File: src/rtl/asym_fifo_pkg.sv
// Shared types and helpers for the asymmetric (wide-write, narrow-read) FIFO.
// Imported by asym_fifo_ctrl and asym_fifo.
package asym_fifo_pkg;

    typedef enum logic [1:0] {
        OP_NONE,
        OP_RD,
        OP_WR,
        OP_RW
    } fifo_op_t;

    function automatic logic is_pow2(input int v);
        return (v > 0) && ((v & (v - 1)) == 0);
    endfunction

endpackage

File: src/rtl/asym_fifo_ctrl.sv
// Pointer, occupancy and flag control for asym_fifo.
// ASYM_FIFO_LEVEL_EN adds level / almost_full / almost_empty outputs.
module asym_fifo_ctrl
    import asym_fifo_pkg::*;
#(
    parameter int RATIO      = 2,
    parameter int ADDR_WIDTH = 3,
    parameter int ALMOST_GAP = 2
) (
    input  logic                  clk,
    input  logic                  reset,
    input  logic                  wr,
    input  logic                  rd,
    output logic [ADDR_WIDTH-1:0] w_addr,
    output logic [ADDR_WIDTH-1:0] r_addr,
    output logic                  wr_en,
    output logic                  full,
    output logic                  empty,
    output logic                  wr_err,
    output logic                  rd_err
`ifdef ASYM_FIFO_LEVEL_EN
   ,output logic [ADDR_WIDTH:0]   level,
    output logic                  almost_full,
    output logic                  almost_empty
`endif
);

    localparam int DEPTH = 2 ** ADDR_WIDTH;
    localparam int CW    = ADDR_WIDTH + 1;

    localparam logic [CW-1:0]         DEPTH_C = CW'(DEPTH);
    localparam logic [CW-1:0]         RATIO_C = CW'(RATIO);
    // RATIO == DEPTH truncates to 0, which is the correct modular step
    localparam logic [ADDR_WIDTH-1:0] STEP_C  = ADDR_WIDTH'(RATIO);

    if (ALMOST_GAP < 0) begin : g_bad_gap
        $error("asym_fifo_ctrl: ALMOST_GAP must be non-negative");
    end

    logic [ADDR_WIDTH-1:0] wr_ptr;
    logic [ADDR_WIDTH-1:0] rd_ptr;
    logic [CW-1:0]         count;
    logic [CW-1:0]         count_next;
    logic [CW-1:0]         free;
    logic                  wr_acc;
    logic                  rd_acc;
    fifo_op_t              op;

    assign free  = DEPTH_C - count;
    assign full  = free < RATIO_C;
    assign empty = count == '0;

    // Both requests judged on pre-cycle state only
    assign wr_acc = wr && !full;
    assign rd_acc = rd && !empty;

    always_comb begin
        op = OP_NONE;
        unique case ({wr_acc, rd_acc})
            2'b01:   op = OP_RD;
            2'b10:   op = OP_WR;
            2'b11:   op = OP_RW;
            default: op = OP_NONE;
        endcase
    end

    always_comb begin
        count_next = count;
        unique case (op)
            OP_RD:   count_next = count - CW'(1);
            OP_WR:   count_next = count + RATIO_C;
            OP_RW:   count_next = count + RATIO_C - CW'(1);
            default: count_next = count;
        endcase
    end

    always_ff @(posedge clk or posedge reset) begin
        if (reset) begin
            wr_ptr <= '0;
            rd_ptr <= '0;
            count  <= '0;
            wr_err <= 1'b0;
            rd_err <= 1'b0;
        end else begin
            if (wr_acc)
                wr_ptr <= wr_ptr + STEP_C;
            if (rd_acc)
                rd_ptr <= rd_ptr + ADDR_WIDTH'(1);
            count  <= count_next;
            wr_err <= wr && full;
            rd_err <= rd && empty;
        end
    end

    assign w_addr = wr_ptr;
    assign r_addr = rd_ptr;
    assign wr_en  = wr_acc;

`ifdef ASYM_FIFO_LEVEL_EN
    assign level        = count;
    assign almost_full  = 32'(free) <= ALMOST_GAP;
    assign almost_empty = count < RATIO_C;
`endif

endmodule

File: src/rtl/asym_fifo.sv
// Width-converting FIFO: RATIO-lane write word in, one lane out (FWFT).
// ASYM_FIFO_LEVEL_EN exposes level, almost_full and almost_empty.
module asym_fifo
    import asym_fifo_pkg::*;
#(
    parameter int DATA_WIDTH = 8,
    parameter int RATIO      = 2,
    parameter int ADDR_WIDTH = 3,
    parameter int ALMOST_GAP = 2
) (
    input  logic                        clk,
    input  logic                        reset,
    input  logic                        wr,
    input  logic [DATA_WIDTH*RATIO-1:0] w_data,
    input  logic                        rd,
    output logic [DATA_WIDTH-1:0]       r_data,
    output logic                        full,
    output logic                        empty,
    output logic                        wr_err,
    output logic                        rd_err
`ifdef ASYM_FIFO_LEVEL_EN
   ,output logic [ADDR_WIDTH:0]         level,
    output logic                        almost_full,
    output logic                        almost_empty
`endif
);

    localparam int DEPTH = 2 ** ADDR_WIDTH;

    if (!is_pow2(RATIO) || RATIO > DEPTH) begin : g_bad_ratio
        $error("asym_fifo: RATIO must be a power of 2 and <= DEPTH");
    end

    logic [ADDR_WIDTH-1:0] w_addr;
    logic [ADDR_WIDTH-1:0] r_addr;
    logic                  wr_en;
    logic [DATA_WIDTH-1:0] mem [DEPTH];

    asym_fifo_ctrl #(
        .RATIO      (RATIO),
        .ADDR_WIDTH (ADDR_WIDTH),
        .ALMOST_GAP (ALMOST_GAP)
    ) u_ctrl (
        .clk          (clk),
        .reset        (reset),
        .wr           (wr),
        .rd           (rd),
        .w_addr       (w_addr),
        .r_addr       (r_addr),
        .wr_en        (wr_en),
        .full         (full),
        .empty        (empty),
        .wr_err       (wr_err),
        .rd_err       (rd_err)
`ifdef ASYM_FIFO_LEVEL_EN
       ,.level        (level),
        .almost_full  (almost_full),
        .almost_empty (almost_empty)
`endif
    );

    // w_addr is RATIO-aligned, so lanes never straddle the wrap point
    always_ff @(posedge clk) begin
        if (wr_en) begin
            for (int i = 0; i < RATIO; i++)
                mem[w_addr + ADDR_WIDTH'(i)] <= w_data[i*DATA_WIDTH +: DATA_WIDTH];
        end
    end

    assign r_data = mem[r_addr];

endmodule

File: config.mk
export PLATFORM = sky130hd
export DESIGN_NAME = asym_fifo
export DESIGN_NICKNAME = d
export VERILOG_FILES = /design/src/rtl/asym_fifo_pkg.sv /design/src/rtl/asym_fifo_ctrl.sv /design/src/rtl/asym_fifo.sv
export SDC_FILE = /design/constraint.sdc
export NUM_CORES = 1
export LEC_CHECK = 0
export CORE_ASPECT_RATIO = 0.8
export CORE_MARGIN = 8
export CORE_UTILIZATION = 42
export DETAILED_ROUTE_END_ITERATION = 7
export PLACE_DENSITY = 0.63
export SLEW_MARGIN = 15
export SYNTH_ARGS = -nofsm -noshare
export SYNTH_HDL_FRONTEND = slang
export SYNTH_SLANG_ARGS = --single-unit
File: constraint.sdc
create_clock -name clk -period 3.7 [get_ports clk]
set_input_delay 0.74 -clock clk [delete_from_list [all_inputs] [get_ports clk]]
set_output_delay 0.74 -clock clk [all_outputs]
set_load 0.005 [all_outputs]
==> reports/qor.csv, run 1 <==
stage,metric,value,unit
placement,hpwl,3634,um
placement,gp_congestion,0.8182,
global_routing,grt_max_degree,19,
floorplan,io_pins,32,
outcome,status,completed,
yosys,synth_flop_cell,edfxtp_1,
timing,tns,0,ns
floorplan,rows,28,
routing,drt_pass1_iterations,4,
min_path,holdCritStartpoint,u_ctrl.count[0],
clocking,cts_resized,0,
setup_path,critical_path.top_delay_family,multiplexers,
routing,wl,5190,um
timing,rsz0062_at_grt,no,
clocking,clock-sinks,75,
yosys,synth_area_leader_cell,edfxtp_1,
yosys,async_flop_share,14.67,%
power,worst_ir_drop_vdd,0.0004622,V
yosys,synthTopCellsByCount,"edfxtp_1, mux4_2, dfrtp_1",
timing,fin_crit_sh,85.37,%
power,cellLeakagePower,1.284,nW
global_routing,grt_overflow,0,
routing,drcViolationCount,0,
finish,fillers,586,
finish,utilization,51.02,%
timing,maxSlewHeadroom,41.39,%
yosys,yosys_warnings,0,
clocking,cts_made_buffers,9,
clocking,cts_tree,built,
setup_path,r2r-start,u_ctrl.count[1],
yosys,synth_edf_count,64,
global_routing,antenna_found_initial,0,
setup_path,crit_slowest_cell,dfrtp_1,
finish,nets,227,
setup_path,reg2reg_to,mem[5][5],
setup_path,path_buf_inv,2,
run,maxCapViolations,0,
timing,slew_violations,0,
floorplan,core,7252,um^2
timing,fin_crit,3.159,ns
setup_path,cp.required,2.96,ns
setup_path,cp-end-kind,output port,
yosys,syn_area,3080,um^2
setup_path,cp-start-kind,flop,
floorplan,dieArea,10350,um^2
clocking,cts_hold_buf,0,
routing,vias,1481,
clocking,clkLatencyLatePin,0.33,ns
timing,finClkSkew,0.006003,ns
clocking,root_buffer,clkbuf_8,
floorplan,start_util,42.48,%
timing,finalHoldViolCount,0,
yosys,ys_top_cells_by_area,"edfxtp_1, mux4_2, dfrtp_1",
min_path,hold_end,u_ctrl.count[0],
yosys,synth_seq_cells,75,
setup_path,slowest_delay,0.63,ns
min_path,min_path_cells,2,
setup_path,critPathMaxFanout,12,
min_path,hold_path.class,reg -> reg,
clocking,cts.clk_slew.worst_paths,0.07,ns
finish,layout-drive-gt1-share,20.59,%
finish,insertedDiodeCount,0,
yosys,synth.distinct_cells,29,
setup_path,arrival,2.42,ns
setup_path,critPathKind,reg -> out,
clocking,cts_setup_buffers,0,
placement,port_buffers,31,
power,power_density,800.3,nW/um^2
global_routing,grt_pass1_vias,1679,
yosys,synth_nets,191,
yosys,synth.yosys.seq_area_share,71.32,%
global_routing,gr-usage-all-layers,11.00,%
finish,seq_area,2197,um^2
clocking,htreeDepth,3,
setup_path,r2r_slack,0.97,ns
setup_path,crit_chain,buf_12 -> mux4_2 -> mux2_2 -> clkdlybuf4s50_1,
routing,drt_iter0_drc,50,
finish,syn2layout_area_growth,20.11,%
timing,setup_viol,0,
timing,max_freq,0.3166,GHz
timing,worst_pin_slew,0.8791,ns
global_routing,grt_pass1_wl,8473,um
routing,wire_per_inst,17.65,um
floorplan,die_y,92.60,um
yosys,synthCells,163,
floorplan,die_x,111.8,um
routing,drt-vias-per-instance,5.037,
routing,ant_nets,0,
yosys,synth_top_area_share,62.39,%
finish,multi_input_area,822.0,um^2
yosys,avgSynthCellArea,18.90,um^2
clocking,cts_buffer_depth,2,
yosys,synth.most_common_cell,edfxtp_1,
setup_path,rr_worst_depth,6,
-- cell usage in the layout, fill, tap and decap left out, types with 3 or more instances in the layout --
cell and count:
and2_1 4, clkbuf_8 9, clkdlybuf4s50_1 31, dfrtp_1 11, edfxtp_1 64, ha_1 8
inv_1 7, mux2_2 9, mux4_2 16, nand2_1 6, nor2_1 3, nor3_1 3
xnor2_1 8
-- where the power goes --
part	switching [W]	internal, W
clock network	0.000279	0.000374
registers	0.000155	0.00115
logic	0.000408	0.000596
-- state kept, by name, indices dropped and copies added, names as in the netlist --
register / count
u_ctrl.rd_err: 1
u_ctrl.r_addr: 3
u_ctrl.count: 4
mem: 64
u_ctrl.wr_err: 1
u_ctrl.w_addr: 2
-- stage by stage --
stage | hold slack [ns] | cells | setup WS, ns | cell area [um^2] | power (W)
finish | 0.5505 | 294 | 0.5414 | 3700 | 0.002961
global route | 0.5756 | 294 | 0.3816 | 3700 | 0.003145
CTS | 0.5545 | 294 | 0.4615 | 3700 | 0.003014
detailed placement | 0.5322 | 278 | 0.8386 | 3492 | 0.002357
global placement | 0.5389 | 278 | 0.8782 | 3492 | 0.002303
floorplan | 0.4948 | 163 | 1.287 | 3080 | 0.001946
-- layer usage --
layer | part of all wire [%] | global-route usage, % | vias up
li1 | - | - | 698
met1 | 42 | 11.50 | 749
met2 | 53 | 19.17 | 29
met3 | 4.6 | 5.332 | 5
met4 | 1.2 | 3.746 | 0
met5 | 0 | 0 | -
-- final cells by class --
type                    count  area share [%]
inverters                   8          0.8116
clock buffers              10           3.449
flip-flops and latches     75           59.38
well taps                  90           3.044
multi-input cells          73           22.22
clock inverters             6           2.164
repair buffers             32           8.928
-- kinds of logic after synthesis --
| logic type | count (synthesis) | synth area share (%) |
|---|---|---|
| flops | 75 | 71.32 |
| fa+ha+maj | 8 | 3.250 |
| compound gates | 6 | 1.300 |
| xor+xnor | 9 | 2.559 |
| mux | 27 | 15.64 |
| buf+inv | 15 | 1.990 |
| simple gates | 23 | 3.940 |
-- how the worst max path moves through the flow --
stage | startpoint | to | slack, ns | cells past startpoint
floorplan | u_ctrl.r_addr[0] | r_data[0] | 1.29 | 4
global placement | u_ctrl.r_addr[0] | r_data[7] | 0.88 | 4
detailed placement | wr | mem[4][4] | 0.84 | 3
CTS | u_ctrl.r_addr[0] | r_data[2] | 0.46 | 4
global route | u_ctrl.r_addr[0] | r_data[5] | 0.38 | 4
finish | u_ctrl.r_addr[0] | r_data[0] | 0.54 | 4
-- tightest hold or removal path: cells and delay by family (launching register included) --
family,cells,cell delay [ns]
flops,1,0.40
simple gates,2,0.11
Note: power is estimated with default switching activity, not from simulation.
==> run 2, diff against run 1 <==
Settings changed: CTS_BUF_LIST set to sky130_fd_sc_hd__clkbuf_4 sky130_fd_sc_hd__clkbuf_8 sky130_fd_sc_hd__clkbuf_16.
==> reports/qor.csv, run 2 (synthesized netlist as in run 1, its figures left out) <==
stage,metric,value,unit,change
outcome,status,completed,,unchanged
clocking,cts_hold_buf,0,,unchanged
timing,rsz0062_at_grt,no,,unchanged
power,finalPower,0.002971,W,was 0.002961 W
setup_path,arrival,2.42,ns,about the same
placement,gp_congestion,0.8182,,unchanged
placement,hpwl,3634,um,unchanged
clocking,cts_resized,0,,unchanged
setup_path,reg2reg_to,mem[5][5],,unchanged
clocking,htreeDepth,3,,unchanged
clocking,cts_setup_buffers,0,,unchanged
clocking,clkLatencyLatePin,0.34,ns,was 0.33 ns
finish,fillers,584,,was 586
power,power_density,802.2,nW/um^2,was 800.3 nW/um^2
setup_path,critPathKind,reg -> out,,unchanged
global_routing,grt_max_degree,19,,unchanged
min_path,hold_end,u_ctrl.count[0],,unchanged
clocking,cts.clk_slew.worst_paths,0.07,ns,about the same
timing,fin_crit,3.162,ns,was 3.159 ns
clocking,root_buffer,clkbuf_8,,unchanged
routing,drt_iter0_drc,50,,unchanged
clocking,clock-sinks,75,,unchanged
timing,finalHoldViolCount,0,,unchanged
routing,wl,5182,um,was 5190 um
global_routing,gr-usage-all-layers,10.99,%,was 11.00%
timing,max_freq,0.3163,GHz,was 0.3166 GHz
routing,vias,1490,,was 1481
floorplan,rows,28,,unchanged
global_routing,grt_pass1_wl,8466,um,was 8473 um
placement,port_buffers,31,,unchanged
timing,fin_crit_sh,85.46,%,was 85.37%
global_routing,grt_overflow,0,,unchanged
min_path,min_path_cells,2,,unchanged
finish,fin_area,3704,um^2,was 3700 um^2
routing,ant_nets,0,,unchanged
finish,largest_register_ffs,64,,unchanged
floorplan,io_pins,32,,unchanged
run,maxCapViolations,0,,unchanged
finish,layout-drive-gt1-share,21.08,%,was 20.59%
floorplan,dieArea,10350,um^2,unchanged
min_path,holdCritStartpoint,u_ctrl.count[0],,unchanged
setup_path,cp.required,2.96,ns,about the same
clocking,cts_buffer_depth,2,,unchanged
floorplan,die_y,92.60,um,unchanged
finish,syn2layout_area_growth,20.23,%,was 20.11%
floorplan,core,7252,um^2,unchanged
clocking,cts_tree,built,,unchanged
setup_path,cp-start-kind,flop,,unchanged
timing,worst_pin_slew,0.8777,ns,was 0.8791 ns
finish,layout_common_cells,"edfxtp_1, clkdlybuf4s50_1, mux4_2",,unchanged
timing,slew_violations,0,,unchanged
global_routing,antenna_found_initial,0,,unchanged
routing,drt-vias-per-instance,5.068,,was 5.037
global_routing,grt_pass1_vias,1690,,was 1679
setup_path,critPathMaxFanout,12,,unchanged
floorplan,start_util,42.48,%,unchanged
timing,maxSlewHeadroom,41.49,%,was 41.39%
min_path,hold_path.class,reg -> reg,,unchanged
clocking,cts_made_buffers,9,,unchanged
power,worst_ir_drop_vdd,0.0004651,V,was 0.0004622 V
setup_path,r2r-start,u_ctrl.count[1],,unchanged
finish,nets,227,,unchanged
placement,placed_area,3492,um^2,unchanged
timing,tns,0,ns,unchanged
routing,drt_pass1_iterations,4,,unchanged
routing,drcViolationCount,0,,unchanged
floorplan,die_x,111.8,um,unchanged
timing,setup_viol,0,,unchanged
finish,final_common_cell,edfxtp_1,,unchanged
setup_path,r2r_slack,0.97,ns,about the same
power,cellLeakagePower,1.288,nW,was 1.284 nW
setup_path,rr_worst_depth,6,,unchanged
routing,wire_per_inst,17.63,um,was 17.65 um
finish,insertedDiodeCount,0,,unchanged
finish,regMostFlops,mem,,unchanged
setup_path,cp-end-kind,output port,,unchanged
timing,finClkSkew,0.006154,ns,was 0.006003 ns
[run 2: cell counts in the layout (fill, tap and decap cells not counted)]
No cell type changed its count.
[run 2: worst max-delay path by stage]
stage / endpoint / startpoint / cells after the start / slack [ns]
2_1_floorplan: r_data[0] / u_ctrl.r_addr[0] / 4 / 1.29
3_3_place_gp: r_data[7] / u_ctrl.r_addr[0] / 4 / 0.88
3_5_place_dp: mem[4][4] / wr / 3 / 0.84
4_1_cts: r_data[2] / u_ctrl.r_addr[0] / 4 / 0.46
5_1_grt: r_data[5] / u_ctrl.r_addr[0] / 4 / 0.38
6_report: r_data[0] / u_ctrl.r_addr[0] / 4 / 0.54
[run 2: layer usage]
layer / GRT usage [%] / part of all wire (%) / vias up
li1: - / - / 698
met3: 5.332 / 4.5 / 6
met4: 3.746 / 1.3 / 0
met5: 0 / 0 / -
met1: 11.29 / 41 / 758
met2: 19.38 / 53 / 28
[run 2: stage by stage]
step	worst slack [ns]	util [%]	hold slack, ns	std cells
floorplan	1.287	-	0.4948	163
global placement	0.8782	48.15	0.5389	278
detailed placement	0.8386	48.15	0.5322	278
CTS	0.4614	51.07	0.5545	294
global route	0.3816	51.07	0.5756	294
finish	0.5380	51.07	0.5508	294
[run 2: power by group]
part           total [W]  internal, W  switching, W
registers        0.00130      0.00115      0.000155
logic            0.00100     0.000596      0.000408
clock network   0.000663     0.000382      0.000281
total            0.00297      0.00213      0.000844
[run 2: critical path: stages, from the launching register on]
cell             delay (ns)
dfrtp_1                0.63
buf_12                 0.22
mux4_2                 0.49
mux2_2                 0.29
clkdlybuf4s50_1        0.45
[run 2: layout make-up]
class                      count  area (um^2)  share of cell area (%)
clock inverter                 6        80.08                   2.162
timing repair buffer          32        330.3                   8.919
inverter                       8        30.03                  0.8108
tap                           90        112.6                   3.041
multi-input combinational     73        822.0                   22.20
clock buffer                  10        131.4                   3.547
sequential                    75         2197                   59.32
==> run 3, diff against run 2 <==
Settings changed: GPL_TIMING_DRIVEN set to 1.
Clock period 3.7 ns to 4 ns, I/O delays scaled along.
==> reports/qor.csv, run 3 (synthesized netlist as in run 1, its figures left out) <==
stage,metric,value,unit,change
min_path,hold_path.class,reg -> reg,,unchanged
global_routing,grt_pass1_wl,8121,um,was 8466 um
floorplan,core,7252,um^2,unchanged
timing,rsz0062_at_grt,no,,unchanged
clocking,clock-sinks,75,,unchanged
finish,multi_input_area,822.0,um^2,unchanged
timing,worst_pin_slew,0.8420,ns,was 0.8777 ns
clocking,cts.clk_slew.worst_paths,0.08,ns,was 0.07 ns
global_routing,antenna_found_initial,0,,unchanged
placement,gp_congestion,0.8230,,was 0.8182
routing,wl,5113,um,was 5182 um
placement,dp_slack,0.9620,ns,was 0.8386 ns
outcome,status,completed,,unchanged
clocking,clkLatencyLatePin,0.34,ns,about the same
clocking,htreeDepth,3,,unchanged
finish,final_common_cell,edfxtp_1,,unchanged
finish,insertedDiodeCount,0,,unchanged
floorplan,start_util,42.48,%,unchanged
routing,drt_iter0_drc,76,,was 50
finish,seq_area,2197,um^2,unchanged
routing,drcViolationCount,0,,unchanged
floorplan,die_y,92.60,um,unchanged
floorplan,io_pins,32,,unchanged
timing,fin_crit,3.336,ns,
timing,finClkSkew,0.009811,ns,was 0.006154 ns
finish,regMostFlops,mem,,unchanged
global_routing,grt_pass1_vias,1618,,was 1690
clocking,cts_buffer_depth,2,,unchanged
timing,maxSlewHeadroom,43.87,%,was 41.49%
global_routing,grt_overflow,0,,unchanged
setup_path,cp.required,3.20,ns,was 2.96 ns
clocking,cts_tree,built,,unchanged
timing,max_freq,0.2998,GHz,
finish,fillers,573,,was 584
floorplan,dieArea,10350,um^2,unchanged
clocking,cts_setup_buffers,0,,unchanged
placement,hpwl,3514,um,was 3634 um
setup_path,cp-start-kind,flop,,unchanged
setup_path,critPathKind,reg -> out,,unchanged
finish,largest_register_ffs,64,,unchanged
finish,layout_common_cells,"edfxtp_1, clkdlybuf4s50_1, mux4_2",,unchanged
finish,layout-drive-gt1-share,22.06,%,was 21.08%
clocking,root_buffer,clkbuf_8,,unchanged
placement,placed_area,3480,um^2,was 3492 um^2
setup_path,arrival,2.54,ns,was 2.42 ns
placement,port_buffers,31,,unchanged
floorplan,rows,28,,unchanged
run,maxCapViolations,0,,unchanged
placement,placedCellCount,278,,unchanged
routing,drt-vias-per-instance,4.983,,was 5.068
finish,fin_area,3676,um^2,was 3704 um^2
clocking,cts_resized,0,,unchanged
timing,tns,0,ns,unchanged
floorplan,die_x,111.8,um,unchanged
clocking,cts_hold_buf,0,,unchanged
setup_path,critPathMaxFanout,12,,unchanged
global_routing,grt_max_degree,19,,unchanged
clocking,cts_made_buffers,9,,unchanged
routing,wire_per_inst,17.39,um,was 17.63 um
timing,fin_crit_sh,83.40,%,
power,power_density,730.2,nW/um^2,was 802.2 nW/um^2
setup_path,cp-end-kind,output port,,unchanged
timing,setup_ws,0.6642,ns,was 0.5380 ns
power,worst_ir_drop_vdd,0.0003892,V,was 0.0004651 V
global_routing,gr-usage-all-layers,10.61,%,was 10.99%
finish,syn2layout_area_growth,19.33,%,was 20.23%
finish,finalNonFillerCells,294,,unchanged
timing,finalHoldViolCount,0,,unchanged
routing,drt_pass1_iterations,4,,unchanged
timing,setup_viol,0,,unchanged
finish,nets,227,,unchanged
timing,slew_violations,0,,unchanged
routing,ant_nets,0,,unchanged
routing,vias,1465,,was 1490
power,cellLeakagePower,1.278,nW,was 1.288 nW
[run 3: worst paths after layout]
path                                  start               end  slack [ns]  cells after the start
setup / recovery           u_ctrl.r_addr[0]         r_data[2]        0.66                      4
min in group asynchronous             reset  u_ctrl.w_addr[1]        0.75                      2
max in group asynchronous             reset   u_ctrl.count[0]        2.94                      2
hold / removal              u_ctrl.count[0]   u_ctrl.count[0]        0.55                      2
setup reg to reg            u_ctrl.count[1]         mem[2][6]        1.32                      6
hold reg to reg             u_ctrl.count[0]   u_ctrl.count[0]        0.55                      2
[run 3: layout make-up]
type | instances | share of cell area, %
clock inverter | 6 | 1.770
inverter | 8 | 0.8169
timing repair buffer | 32 | 8.645
sequential | 75 | 59.77
tap | 90 | 3.063
clock buffer | 10 | 3.574
multi-input combinational | 73 | 22.36
[run 3: power breakdown]
group	internal [W]	leakage, nW	switching (W)
clock	0.000296	0.100	0.000271
sequential	0.00106	0.719	0.000144
combinational	0.000537	0.460	0.000373
[run 3: routing by layer]
metal	track usage [%]	wire, um
met1	11.69	2142
met2	17.77	2618
met3	5.072	272
met4	3.746	80
met5	0	0
[run 3: per-stage QoR]
step                      util [%]  hold WS [ns]  power [W]
after floorplan                  -        0.4948   0.001800
after global placement       47.98        0.5372   0.002114
after detailed placement     47.98        0.5391   0.002158
after CTS                    50.69        0.5612   0.002728
after global routing         50.69        0.6069   0.002847
final                        50.69        0.5548   0.002684
[run 3: critical path: stages, from the launching register on]
cell	delay, ns
dfrtp_1	0.60
buf_4	0.33
mux4_2	0.52
mux2_2	0.28
clkdlybuf4s50_1	0.45
